### config.mk
export PLATFORM = sky130hd
export DESIGN_NAME = pipe_stage_reg
export DESIGN_NICKNAME = d
export VERILOG_FILES = /design/src/rtl/pipe_stage_reg_pkg.sv /design/src/rtl/pipe_stage_reg_slot.sv /design/src/rtl/pipe_stage_reg.sv
export SDC_FILE = /design/constraint.sdc
export NUM_CORES = 1
export LEC_CHECK = 0
export CAP_MARGIN = 40
export CORE_ASPECT_RATIO = 0.5
export CORE_MARGIN = 2
export CORE_UTILIZATION = 34
export CTS_BUF_LIST = sky130_fd_sc_hd__clkbuf_8
export CTS_CLUSTER_DIAMETER = 100
export DETAILED_ROUTE_END_ITERATION = 7
export GPL_TIMING_DRIVEN = 0
export PLACE_DENSITY = 0.62
export SYNTH_ARGS = -nofsm -noshare
export SYNTH_HDL_FRONTEND = slang
export SYNTH_SLANG_ARGS = --single-unit
### constraint.sdc
create_clock -name clk_PipeReg -period 1.8 [get_ports clk_PipeReg]
set_input_delay 0.45 -clock clk_PipeReg [delete_from_list [all_inputs] [get_ports clk_PipeReg]]
set_output_delay 0.45 -clock clk_PipeReg [all_outputs]
set_load 0.005 [all_outputs]
### src/rtl/pipe_stage_reg_pkg.sv
// Shared pcpu definitions for the pipeline-register slice.
// Holds the pipeline-register state encoding, the MemRW control bit position,
// the debug word type and the memory-access logging hook.
// The logging hook only exists when PIPE_REG_DEBUG_EN is defined.
package pcpu;

    // Occupancy of a pipeline register: no entry, head only, head plus skid
    typedef enum logic [1:0] {
        EMPTY = 2'd0,
        ONE   = 2'd1,
        TWO   = 2'd2
    } pipe_state_t;

    // Position of the MemRW flag inside the control word
    localparam int unsigned CTRL_MEMRW_BIT = 1;

    // Debug word carried alongside an instruction through the pipeline
    typedef struct packed {
        logic [31:0] pc;
        logic [31:0] instr;
    } Debug_t;

`ifdef PIPE_REG_DEBUG_EN
    // Logging hook; the simulation environment attaches its own sink here
    function automatic void log_data(input string unit_name, input string field_name,
                                     input logic [31:0] value, input Debug_t dbg);
    endfunction
`endif

endpackage

### src/rtl/pipe_stage_reg_slot.sv
// pipe_slot: one pipeline-register entry (data, ctrl, optional debug word).
// Ports: clk_i, rst_ni (async active-low), load_i (capture inputs),
//        clr_ctrl_i (force ctrl to CTRL_BUBBLE, data kept), data_i/ctrl_i,
//        data_o/ctrl_o; debug_i/debug_o when PIPE_REG_DEBUG_EN is defined.
module pipe_slot
    import pcpu::*;
#(
    parameter int unsigned         DATA_W      = 128,
    parameter int unsigned         CTRL_W      = 8,
    parameter logic [CTRL_W-1:0]   CTRL_BUBBLE = '0
) (
    input  logic              clk_i,
    input  logic              rst_ni,
    input  logic              load_i,
    input  logic              clr_ctrl_i,
    input  logic [DATA_W-1:0] data_i,
    input  logic [CTRL_W-1:0] ctrl_i,
`ifdef PIPE_REG_DEBUG_EN
    input  Debug_t            debug_i,
    output Debug_t            debug_o,
`endif
    output logic [DATA_W-1:0] data_o,
    output logic [CTRL_W-1:0] ctrl_o
);

    logic [DATA_W-1:0] data_q;
    logic [CTRL_W-1:0] ctrl_q;

    // Entry storage; a ctrl clear turns the entry into a bubble without touching data
    always_ff @(posedge clk_i or negedge rst_ni) begin
        if (!rst_ni) begin
            data_q <= '0;
            ctrl_q <= CTRL_BUBBLE;
        end else if (clr_ctrl_i) begin
            ctrl_q <= CTRL_BUBBLE;
        end else if (load_i) begin
            data_q <= data_i;
            ctrl_q <= ctrl_i;
        end
    end

    assign data_o = data_q;
    assign ctrl_o = ctrl_q;

`ifdef PIPE_REG_DEBUG_EN
    Debug_t debug_q;

    // Debug word follows the entry with identical load timing
    always_ff @(posedge clk_i or negedge rst_ni) begin
        if (!rst_ni) begin
            debug_q <= '0;
        end else if (load_i && !clr_ctrl_i) begin
            debug_q <= debug_i;
        end
    end

    assign debug_o = debug_q;
`endif

endmodule

### src/rtl/pipe_stage_reg.sv
// pipe_stage_reg: generic valid/ready inter-stage pipeline register with a
// 2-entry skid buffer (head + skid), flush-to-bubble and a saturating stall counter.
// Ports: clk_PipeReg, rst_n_PipeReg (async active-low), flush_PipeReg,
//        in_valid/in_ready/in_data/in_ctrl (upstream), out_valid/out_ready/
//        out_data/out_ctrl (downstream), stall_cnt.
// Build option PIPE_REG_DEBUG_EN adds debug_in_PipeReg/debug_out_PipeReg and
// memory-access logging; datapath behaviour is the same in both builds.
module pipe_stage_reg
    import pcpu::*;
#(
    parameter int unsigned         DATA_W      = 128,
    parameter int unsigned         CTRL_W      = 8,
    parameter logic [CTRL_W-1:0]   CTRL_BUBBLE = '0,
    parameter int unsigned         STALL_CNT_W = 16
) (
    input  logic                   clk_PipeReg,
    input  logic                   rst_n_PipeReg,
    input  logic                   flush_PipeReg,
    input  logic                   in_valid,
    output logic                   in_ready,
    input  logic [DATA_W-1:0]      in_data,
    input  logic [CTRL_W-1:0]      in_ctrl,
`ifdef PIPE_REG_DEBUG_EN
    input  Debug_t                 debug_in_PipeReg,
    output Debug_t                 debug_out_PipeReg,
`endif
    output logic                   out_valid,
    input  logic                   out_ready,
    output logic [DATA_W-1:0]      out_data,
    output logic [CTRL_W-1:0]      out_ctrl,
    output logic [STALL_CNT_W-1:0] stall_cnt
);

    pipe_state_t            state_q, state_d;
    logic                   in_ready_q;
    logic                   out_valid_q;
    logic [STALL_CNT_W-1:0] stall_q;

    logic                   push, pop;
    logic                   head_load, head_from_skid, head_clr, skid_load;
    logic [DATA_W-1:0]      skid_data, head_data_in;
    logic [CTRL_W-1:0]      skid_ctrl, head_ctrl_in;

    assign push = in_valid & in_ready_q;
    assign pop  = out_valid_q & out_ready;

    // Next state and slot steering; flush overrides everything and bubbles the head
    always_comb begin
        state_d        = state_q;
        head_load      = 1'b0;
        head_from_skid = 1'b0;
        head_clr       = 1'b0;
        skid_load      = 1'b0;
        case (state_q)
            EMPTY: begin
                if (push) begin
                    state_d   = ONE;
                    head_load = 1'b1;
                end
            end
            ONE: begin
                if (push && pop) begin
                    head_load = 1'b1;
                end else if (push) begin
                    state_d   = TWO;
                    skid_load = 1'b1;
                end else if (pop) begin
                    state_d  = EMPTY;
                    head_clr = 1'b1;
                end
            end
            TWO: begin
                if (pop) begin
                    state_d        = ONE;
                    head_load      = 1'b1;
                    head_from_skid = 1'b1;
                end
            end
            default: state_d = EMPTY;
        endcase
        if (flush_PipeReg) begin
            state_d   = EMPTY;
            head_load = 1'b0;
            skid_load = 1'b0;
            head_clr  = 1'b1;
        end
    end

    // State and registered handshake flags
    always_ff @(posedge clk_PipeReg or negedge rst_n_PipeReg) begin
        if (!rst_n_PipeReg) begin
            state_q     <= EMPTY;
            in_ready_q  <= 1'b1;
            out_valid_q <= 1'b0;
        end else begin
            state_q     <= state_d;
            in_ready_q  <= (state_d != TWO);
            out_valid_q <= (state_d != EMPTY);
        end
    end

    // Saturating stall counter, cleared only by reset
    always_ff @(posedge clk_PipeReg or negedge rst_n_PipeReg) begin
        if (!rst_n_PipeReg) begin
            stall_q <= '0;
        end else if (out_valid_q && !out_ready && (stall_q != '1)) begin
            stall_q <= stall_q + STALL_CNT_W'(1);
        end
    end

    // Head refills from the skid when draining TWO, otherwise from upstream
    assign head_data_in = head_from_skid ? skid_data : in_data;
    assign head_ctrl_in = head_from_skid ? skid_ctrl : in_ctrl;

`ifdef PIPE_REG_DEBUG_EN
    Debug_t skid_debug, head_debug_in;

    assign head_debug_in = head_from_skid ? skid_debug : debug_in_PipeReg;

    // Memory-access trace on every accepted word with MemRW set
    always_ff @(posedge clk_PipeReg) begin
        if (push && in_ctrl[CTRL_MEMRW_BIT]) begin
            log_data("Mem", "Address", in_data[31:0], debug_in_PipeReg);
        end
    end
`endif

    pipe_slot #(.DATA_W(DATA_W), .CTRL_W(CTRL_W), .CTRL_BUBBLE(CTRL_BUBBLE)) u_head (
        .clk_i      (clk_PipeReg),
        .rst_ni     (rst_n_PipeReg),
        .load_i     (head_load),
        .clr_ctrl_i (head_clr),
        .data_i     (head_data_in),
        .ctrl_i     (head_ctrl_in),
`ifdef PIPE_REG_DEBUG_EN
        .debug_i    (head_debug_in),
        .debug_o    (debug_out_PipeReg),
`endif
        .data_o     (out_data),
        .ctrl_o     (out_ctrl)
    );

    pipe_slot #(.DATA_W(DATA_W), .CTRL_W(CTRL_W), .CTRL_BUBBLE(CTRL_BUBBLE)) u_skid (
        .clk_i      (clk_PipeReg),
        .rst_ni     (rst_n_PipeReg),
        .load_i     (skid_load),
        .clr_ctrl_i (1'b0),
        .data_i     (in_data),
        .ctrl_i     (in_ctrl),
`ifdef PIPE_REG_DEBUG_EN
        .debug_i    (debug_in_PipeReg),
        .debug_o    (skid_debug),
`endif
        .data_o     (skid_data),
        .ctrl_o     (skid_ctrl)
    );

    assign in_ready  = in_ready_q;
    assign out_valid = out_valid_q;
    assign stall_cnt = stall_q;

endmodule

==> impl_metrics.csv, run 1 <==
group,metric,value,unit
critical_path,critical_path.startpoint_type,"flop",
power,comb_power_share,0.279,
sta,hold_viol_final,86,
power,p_int,0.0163,W
critical_path,cp.arrival,2520,ps
global_route,grt_antenna_before_repair,3,
power,power_switching,0.00596,W
power,p_per_area,1200,mW/mm^2
synthesis,number_of_flops_mapped_to_enable_cells_by_yosys,0,
critical_path,critical-path-slowest-cell,"sky130_fd_sc_hd__dfstp_2",
global_route,grt_max_degree,120,
synthesis,yosys.cell_count.top_type,"sky130_fd_sc_hd__mux2_2",
layout,drive_gt1_frac,0.468,
clock_tree,clk_pin_slew_worst_setup_hold_paths,70,ps
sta,worst_slew_margin_rel,0.551,
power,power.share.sequential,0.448,
floorplanning,ios,295,
global_route,grt_pass1_wl,54600,um
critical_path,sort_of_element_at_the_end_of_the_critical_path,"flop",
synthesis,post-synth-top-area-cell,"sky130_fd_sc_hd__dfrtp_1",
place,dp_hpwl,23300,um
detailed_routing,vias_per_cell,4.73,
sta,timing.final.crit_share,1.14,
sta,timing.final.setup_violations,191,
layout,multi_input_gate_area,0.00564,sq mm
critical_path,crit_buf_inv,3,
sta,max_clock_freq,0.487,GHz
critical_path,ff2ff_setup_slack,-250,ps
synthesis,ys_async_sr_fraction,1.00,
synthesis,main_synth_ff_type,"sky130_fd_sc_hd__dfrtp_1",
sta,fin_worst_skew,19.9,ps
status,outcome,"finished, violations left",
global_route,use_met1,0.206,
critical_path,required,2260,ps
synthesis,yosys.cell_types.count,43,
critical_path,cp_top_family,"flip-flops",
synthesis,postSynthRegisterBits,292,
floorplanning,chipWidth,279,um
clock_tree,cts-htree-levels,2,
synthesis,number_of_nets_in_the_synthesized_netlist,965,
detailed_routing,routedWlPerCell,20.0,um
floorplanning,die_y,141,um
global_route,grt_remaining_overflow,0,
critical_path,timing.rr.start,"in_ready",
power,ir_drop,0.482,mV
detailed_routing,detail_route.wirelength,35300,um
power,p_leak,8.59,nW
synthesis,synth_largest_type_area_fraction,0.567,
synthesis,syn-cell-area,0.0128,sq mm
sta,timing.final.max_slew_violations,0,
clock_tree,clock_tree_from_tritoncts,"done",
clock_tree,cts_bufs_inserted,46,
global_route,top_usage_layer_grt,"met2",
flow_run,max_cap_violations,0,
floorplanning,starting_density_of_the_core,0.344,
power,net_switching_share_of_the_total_power,0.268,
global_route,groute.layer.met3.usage,0.0306,
synthesis,postSynthCellCount,823,
layout,nets,1368,
place,port_buffers,294,
global_route,grtUsageTotal,0.177,
detailed_routing,antenna_violating_nets_post_route,0,
synthesis,synth.yosys.warnings,0,
detailed_routing,drt-initial-drc-count,295,
critical_path,critical_path.cell_chain,"nand2_4 > or3_4 > a21oi_4 > buf_6 > buf_12 > clkbuf_16 > mux2_4",
global_route,groute.layer.met2.usage,0.325,
floorplanning,std_cell_rows,50,
floorplanning,fp.dieArea,0.0394,sq mm
synthesis,ys_top_cells_by_area,"sky130_fd_sc_hd__dfrtp_1 (57%), sky130_fd_sc_hd__mux2_2 (32%), sky130_fd_sc_hd__mux2_4 (3.7%), sky130_fd_sc_hd__buf_4 (0.82%), sky130_fd_sc_hd__buf_12 (0.62%)",
detailed_routing,detailroute.via_count,8326,
sta,rsz0062_at_grt,"yes",
sta,finalCriticalPeriod,2050,ps
place,globalplace.congestion,0.840,
clock_tree,max-clock-path-buffers,3,
global_route,number_of_global_route_vias_before_repair,9236,
clock_tree,clockRootBuffer,"sky130_fd_sc_hd__clkbuf_8",
synthesis,avgSynthCellArea,15.6,sq um
critical_path,critical_path.max_stage_delay,550,ps
detailed_routing,drt_pass_1_iters,4,
clock_tree,cts_num_sinks,292,
sta,worst-slew-pin-transition,674,ps
detailed_routing,drc_errors,0,
power,share_clk_of_total_power,0.273,
layout,final_core_util,0.498,
layout,area.sequential,0.00731,sq mm
power,post-layout-total-power,0.0223,W
sta,post-route-worst-setup-slack,-254,ps
synthesis,synth.cells.most_frequent,"sky130_fd_sc_hd__mux2_2 (364), sky130_fd_sc_hd__dfrtp_1 (291), sky130_fd_sc_hd__mux2_4 (32)",
critical_path,critPathMaxFanout,8,
layout,syn2layout_area_growth,44.7,%
sta,hold_ws,-147,ps
critical_path,path_class,"flop to flop",
floorplanning,core,0.0373,sq mm
synthesis,synth_seq_area_share,0.569,
clock_tree,clock_latency_on_the_worst_skew_pair,590,ps
status,violated_checks,"negative hold slack, negative setup slack",
layout,fill_cells,3248,
min_path,timing.hold.worst.class,"primary input to async pin",
critical_path,critical_path.startpoint,"in_ready",
-- final cells by class --
class,instances,share of cell area
clock buffers,58,0.0430
flip-flops and latches,292,0.394
plain buffers,44,0.0261
clock inverters,28,0.0103
inverters,4,0.000809
diodes,3,0.000404
repair buffers,355,0.188
multi-input cells,483,0.304
well taps,494,0.0333
-- flip-flops by register name (all words and copies together) (netlist names) --
name,count
u_skid.data_o,128
u_skid.ctrl_o,8
in_ready,1
state_q,2
out_valid,1
u_head.ctrl_o,8
u_head.data_o,128
stall_cnt,16
-- kinds of logic (layout without fill, tap and decap cells) --
kind of cell | count (synthesis) | count (layout) | synth area share
multiplexers | 404 | 404 | 0.364
adder cells (fa/ha/maj) | 1 | 1 | 0.000975
XOR/XNOR | 13 | 13 | 0.00887
other | 0 | 3 | 0
buffers and inverters | 48 | 489 | 0.0250
AND/OR/NAND/NOR | 47 | 47 | 0.0211
flip-flops | 292 | 292 | 0.569
AO/OA/AOI/OAI | 18 | 18 | 0.0109
-- what timing repair did --
item | CTS | global route
cloned | 3 | 9
setup buffers | 42 | 5
setup endpoints to repair | 427 | 276
gates resized for setup | 341 | 16
hold endpoints to repair | 86 | 86
pin swaps | 13 | 4
-- cell usage in the layout, fill, tap and decap left out, types with 4 or more instances in the layout --
master	n
sky130_fd_sc_hd__nand2_1	8
sky130_fd_sc_hd__nand3_1	7
sky130_fd_sc_hd__clkdlybuf4s50_1	138
sky130_fd_sc_hd__xor2_1	9
sky130_fd_sc_hd__buf_16	4
sky130_fd_sc_hd__buf_8	4
sky130_fd_sc_hd__clkbuf_4	5
sky130_fd_sc_hd__mux2_1	6
sky130_fd_sc_hd__buf_6	11
sky130_fd_sc_hd__dlygate4sd2_1	149
sky130_fd_sc_hd__clkinv_2	6
sky130_fd_sc_hd__a22o_1	8
sky130_fd_sc_hd__clkbuf_2	14
sky130_fd_sc_hd__buf_2	4
sky130_fd_sc_hd__xnor2_1	4
sky130_fd_sc_hd__mux2_4	129
sky130_fd_sc_hd__mux2_2	268
sky130_fd_sc_hd__dfrtp_2	5
sky130_fd_sc_hd__buf_12	15
sky130_fd_sc_hd__nor3_1	4
sky130_fd_sc_hd__clkbuf_16	9
sky130_fd_sc_hd__dfrtp_1	286
sky130_fd_sc_hd__clkbuf_8	58
sky130_fd_sc_hd__nor2_1	6
sky130_fd_sc_hd__buf_4	44
sky130_fd_sc_hd__inv_1	23
-- final timing paths --
path	endpoint	cells past startpoint
min in group clk_PipeReg	u_skid.data_o[74]	2
worst max register to register	u_head.data_o[44]	7
max in group asynchronous	stall_cnt[13]	3
worst min-delay path	u_skid.data_o[28]	1
worst max-delay path	u_head.data_o[44]	7
worst min register to register	u_skid.data_o[90]	1
-- per-layer routing --
layer,wire length (um),share of wire,up-vias
li1,-,-,3801
met1,14200,0.40,4328
met2,18800,0.53,135
met3,1040,0.029,62
met4,1240,0.035,0
met5,0,0,-
-- through the flow --
stage	cell area [sq um]	setup TNS [ps]	worst slack, ps	instances	hold slack, ps
after floorplan	12800	-3540	-77.9	823	154
after global placement	16400	-3820480	-12220	1611	480
after detailed placement	16500	-308360	-1200	1613	486
after CTS	18300	-24170	-231	1744	-146
after global routing	18600	-41440	-291	1761	-130
final	18600	-28860	-254	1761	-147
-- power groups by stage --
stage                     clock, W  sequential, W  combinational, W
after detailed placement         0         0.0101           0.00582
after CTS                  0.00631        0.00997           0.00614
after floorplan                  0        0.00991           0.00268
after global routing       0.00662         0.0103           0.00665
after global placement           0         0.0100           0.00566
final                      0.00607        0.00998           0.00622
-- worst register-to-register path, stage by stage, from the launching register on --
cell and delay [ps]:
sky130_fd_sc_hd__dfstp_2 550, sky130_fd_sc_hd__nand2_4 60, sky130_fd_sc_hd__or3_4 340, sky130_fd_sc_hd__a21oi_4 190
sky130_fd_sc_hd__buf_6 150, sky130_fd_sc_hd__buf_12 170, sky130_fd_sc_hd__clkbuf_16 190, sky130_fd_sc_hd__mux2_4 290
Power figures use the tool's default switching activity.
==> run 2: changes to the inputs <==
Settings changed: SKIP_LAST_GASP set to 1.
==> run 2 against run 1 <==
Against the previous run: non-clock buffer count decreased by 7; register-to-register slack improved by 20 ps; combinational power decreased by 6.1%; highest routed layer unchanged; count of clock-buffer cells in the layout unchanged; clock skew decreased by 1.0 ps; total power decreased by 1.8%; critical endpoint is now u_head.data_o[57]; first-iteration DRC count decreased by 7.5%; cell area decreased by 2.2%; die area unchanged; core utilization decreased by 1.1 points; largest power group unchanged; largest cell class unchanged; final cell count decreased by 0.45%; the run still ends with negative hold slack, negative setup slack left.
==> impl_metrics.csv, run 2 (synthesis results as in run 1) <==
group,metric,value,unit
status,outcome,"finished, violations left",
status,violated_checks,"negative hold slack, negative setup slack",
sta,finalCriticalPeriod,2040,ps
clock_tree,max-clock-path-buffers,3,
flow_run,max_cap_violations,0,
place,place_area,0.0165,sq mm
sta,worst-slew-pin-transition,668,ps
min_path,timing.hold.worst.class,"primary input to async pin",
layout,syn2layout_area_growth,41.4,%
layout,fin_area,0.0182,sq mm
critical_path,ff2ff_setup_slack,-240,ps
clock_tree,clock_latency_on_the_worst_skew_pair,580,ps
floorplanning,ios,295,
place,globalplace.congestion,0.840,
sta,fin_tns_setup,-27500,ps
detailed_routing,antenna_violating_nets_post_route,0,
sta,hold_ws,-131,ps
detailed_routing,drc_errors,0,
critical_path,critical_path.cell_chain,"nand2_4 > or3_4 > a21oi_4 > buf_4 > buf_12 > buf_12 > mux2_2",
critical_path,path_class,"flop to flop",
detailed_routing,detail_route.wirelength,34400,um
floorplanning,core,0.0373,sq mm
floorplanning,die_y,141,um
critical_path,critical_path.startpoint_type,"flop",
critical_path,sort_of_element_at_the_end_of_the_critical_path,"flop",
sta,max_clock_freq,0.491,GHz
detailed_routing,detailroute.via_count,8330,
critical_path,cp.arrival,2500,ps
critical_path,worst_r2r_path_depth,7,
critical_path,path_common_cell,"sky130_fd_sc_hd__buf_12",
sta,hold_viol_final,86,
global_route,grtUsageTotal,0.173,
floorplanning,std_cell_rows,50,
power,p_per_area,1200,mW/mm^2
layout,most_common_library_cell_in_the_layout_ignoring_fill_and_taps,"sky130_fd_sc_hd__mux2_2",
global_route,grt_max_degree,120,
sta,worst_slew_margin_rel,0.554,
sta,timing.final.crit_share,1.13,
critical_path,timing.rr.start,"in_ready",
global_route,grt_remaining_overflow,0,
place,port_buffers,294,
layout,nets,1361,
floorplanning,starting_density_of_the_core,0.344,
detailed_routing,vias_per_cell,4.75,
layout,finish.cell_count_without_fillers,1753,
power,ir_drop,0.477,mV
power,p_leak,8.29,nW
clock_tree,cts-htree-levels,2,
sta,fin_worst_skew,18.9,ps
clock_tree,cts_bufs_inserted,46,
sta,post-route-worst-setup-slack,-238,ps
detailed_routing,routedWlPerCell,19.6,um
layout,commonest_cells_after_routing_fill_and_taps_aside,"sky130_fd_sc_hd__mux2_2 (330), sky130_fd_sc_hd__dfrtp_1 (286), sky130_fd_sc_hd__dlygate4sd2_1 (149)",
critical_path,critical-path-slowest-cell,"sky130_fd_sc_hd__dfstp_2",
detailed_routing,drt-initial-drc-count,273,
global_route,grt_pass1_wl,53400,um
place,dp_hpwl,23300,um
floorplanning,fp.dieArea,0.0394,sq mm
critical_path,critical_path.endpoint,"u_head.data_o[57]",
clock_tree,clock_tree_from_tritoncts,"done",
critical_path,regToRegEndpoint,"u_head.data_o[57]",
critical_path,critical_path.max_stage_delay,550,ps
clock_tree,clk_pin_slew_worst_setup_hold_paths,70,ps
critical_path,required,2260,ps
sta,timing.final.setup_violations,173,
floorplanning,chipWidth,279,um
global_route,grt_antenna_before_repair,2,
detailed_routing,drt_pass_1_iters,4,
sta,timing.final.max_slew_violations,0,
layout,drive_gt1_frac,0.465,
clock_tree,cts_num_sinks,292,
global_route,number_of_global_route_vias_before_repair,9099,
clock_tree,clockRootBuffer,"sky130_fd_sc_hd__clkbuf_8",
place,dpl.cell_count,1613,
sta,rsz0062_at_grt,"yes",
critical_path,critical_path.startpoint,"in_ready",
critical_path,critPathMaxFanout,10,
## run 2: cell types whose count changed in the layout (fill, tap and decap cells not counted)
cell and delta:
sky130_fd_sc_hd__clkbuf_16 -7, sky130_fd_sc_hd__buf_4 +1, sky130_fd_sc_hd__mux2_4 -62, sky130_fd_sc_hd__mux2_2 +62, sky130_fd_sc_hd__buf_6 -1, sky130_fd_sc_hd__diode_2 -1
## run 2: how the worst min path moves through the flow
stage                           start           endpoint  slack (ps)  cells past startpoint
finish                  rst_n_PipeReg  u_skid.data_o[28]        -130                      1
global route            rst_n_PipeReg  u_skid.data_o[28]        -130                      1
CTS                     rst_n_PipeReg  u_head.data_o[29]        -150                      1
detailed placement  u_skid.data_o[87]  u_skid.data_o[87]         490                      1
global placement    u_skid.data_o[91]  u_skid.data_o[91]         480                      1
floorplan               rst_n_PipeReg          out_valid         150                      0
## run 2: layout make-up
| class | count | area [sq um] |
|---|---|---|
| multi-input cells | 483 | 5410 |
| plain buffers | 44 | 484 |
| diodes | 2 | 5.00 |
| clock inverters | 28 | 191 |
| clock buffers | 58 | 798 |
| inverters | 4 | 15.0 |
| repair buffers | 348 | 3320 |
| flip-flops and latches | 292 | 7310 |
| well taps | 494 | 618 |
| fillers | 3293 | 19100 |
## run 2: power breakdown
group	total [W]	switching, W	leakage [nW]	internal [W]
logic	0.00584	0.00201	4.20	0.00383
registers	0.00996	0.00112	3.51	0.00884
clock network	0.00607	0.00273	0.584	0.00333
total	0.0219	0.00586	8.29	0.0160
## run 2: routing by layer
metal | up-vias | part of all wire | track usage
li1 | 3800 | - | -
met3 | 52 | 0.030 | 0.0313
met2 | 139 | 0.55 | 0.328
met5 | - | 0 | 0
met1 | 4339 | 0.40 | 0.198
met4 | 0 | 0.024 | 0.0580
## run 2: through the flow
step	utilization	worst slack, ps	total power, W
CTS	0.481	-231	0.0220
global placement	0.440	-12220	0.0157
floorplan	-	-77.9	0.0126
global route	0.487	-285	0.0231
finish	0.487	-238	0.0219
detailed placement	0.441	-1200	0.0160
## run 2: critical path: cells and delay by family (launching register included)
kind	cells	cell delay, ps
flops	1	550
buf+inv	3	440
simple gates	2	400
mux	1	330
compound gates	1	180
## run 2: what timing repair did
action / 4_1_cts / 5_1_grt
buffers inserted: 42 / 6
cloned: 3 / 2
endpoints found under the hold margin: 86 / 86
gates resized for setup: 260 / 37
pin swaps: 13 / 4
setup endpoints to repair: 427 / 276
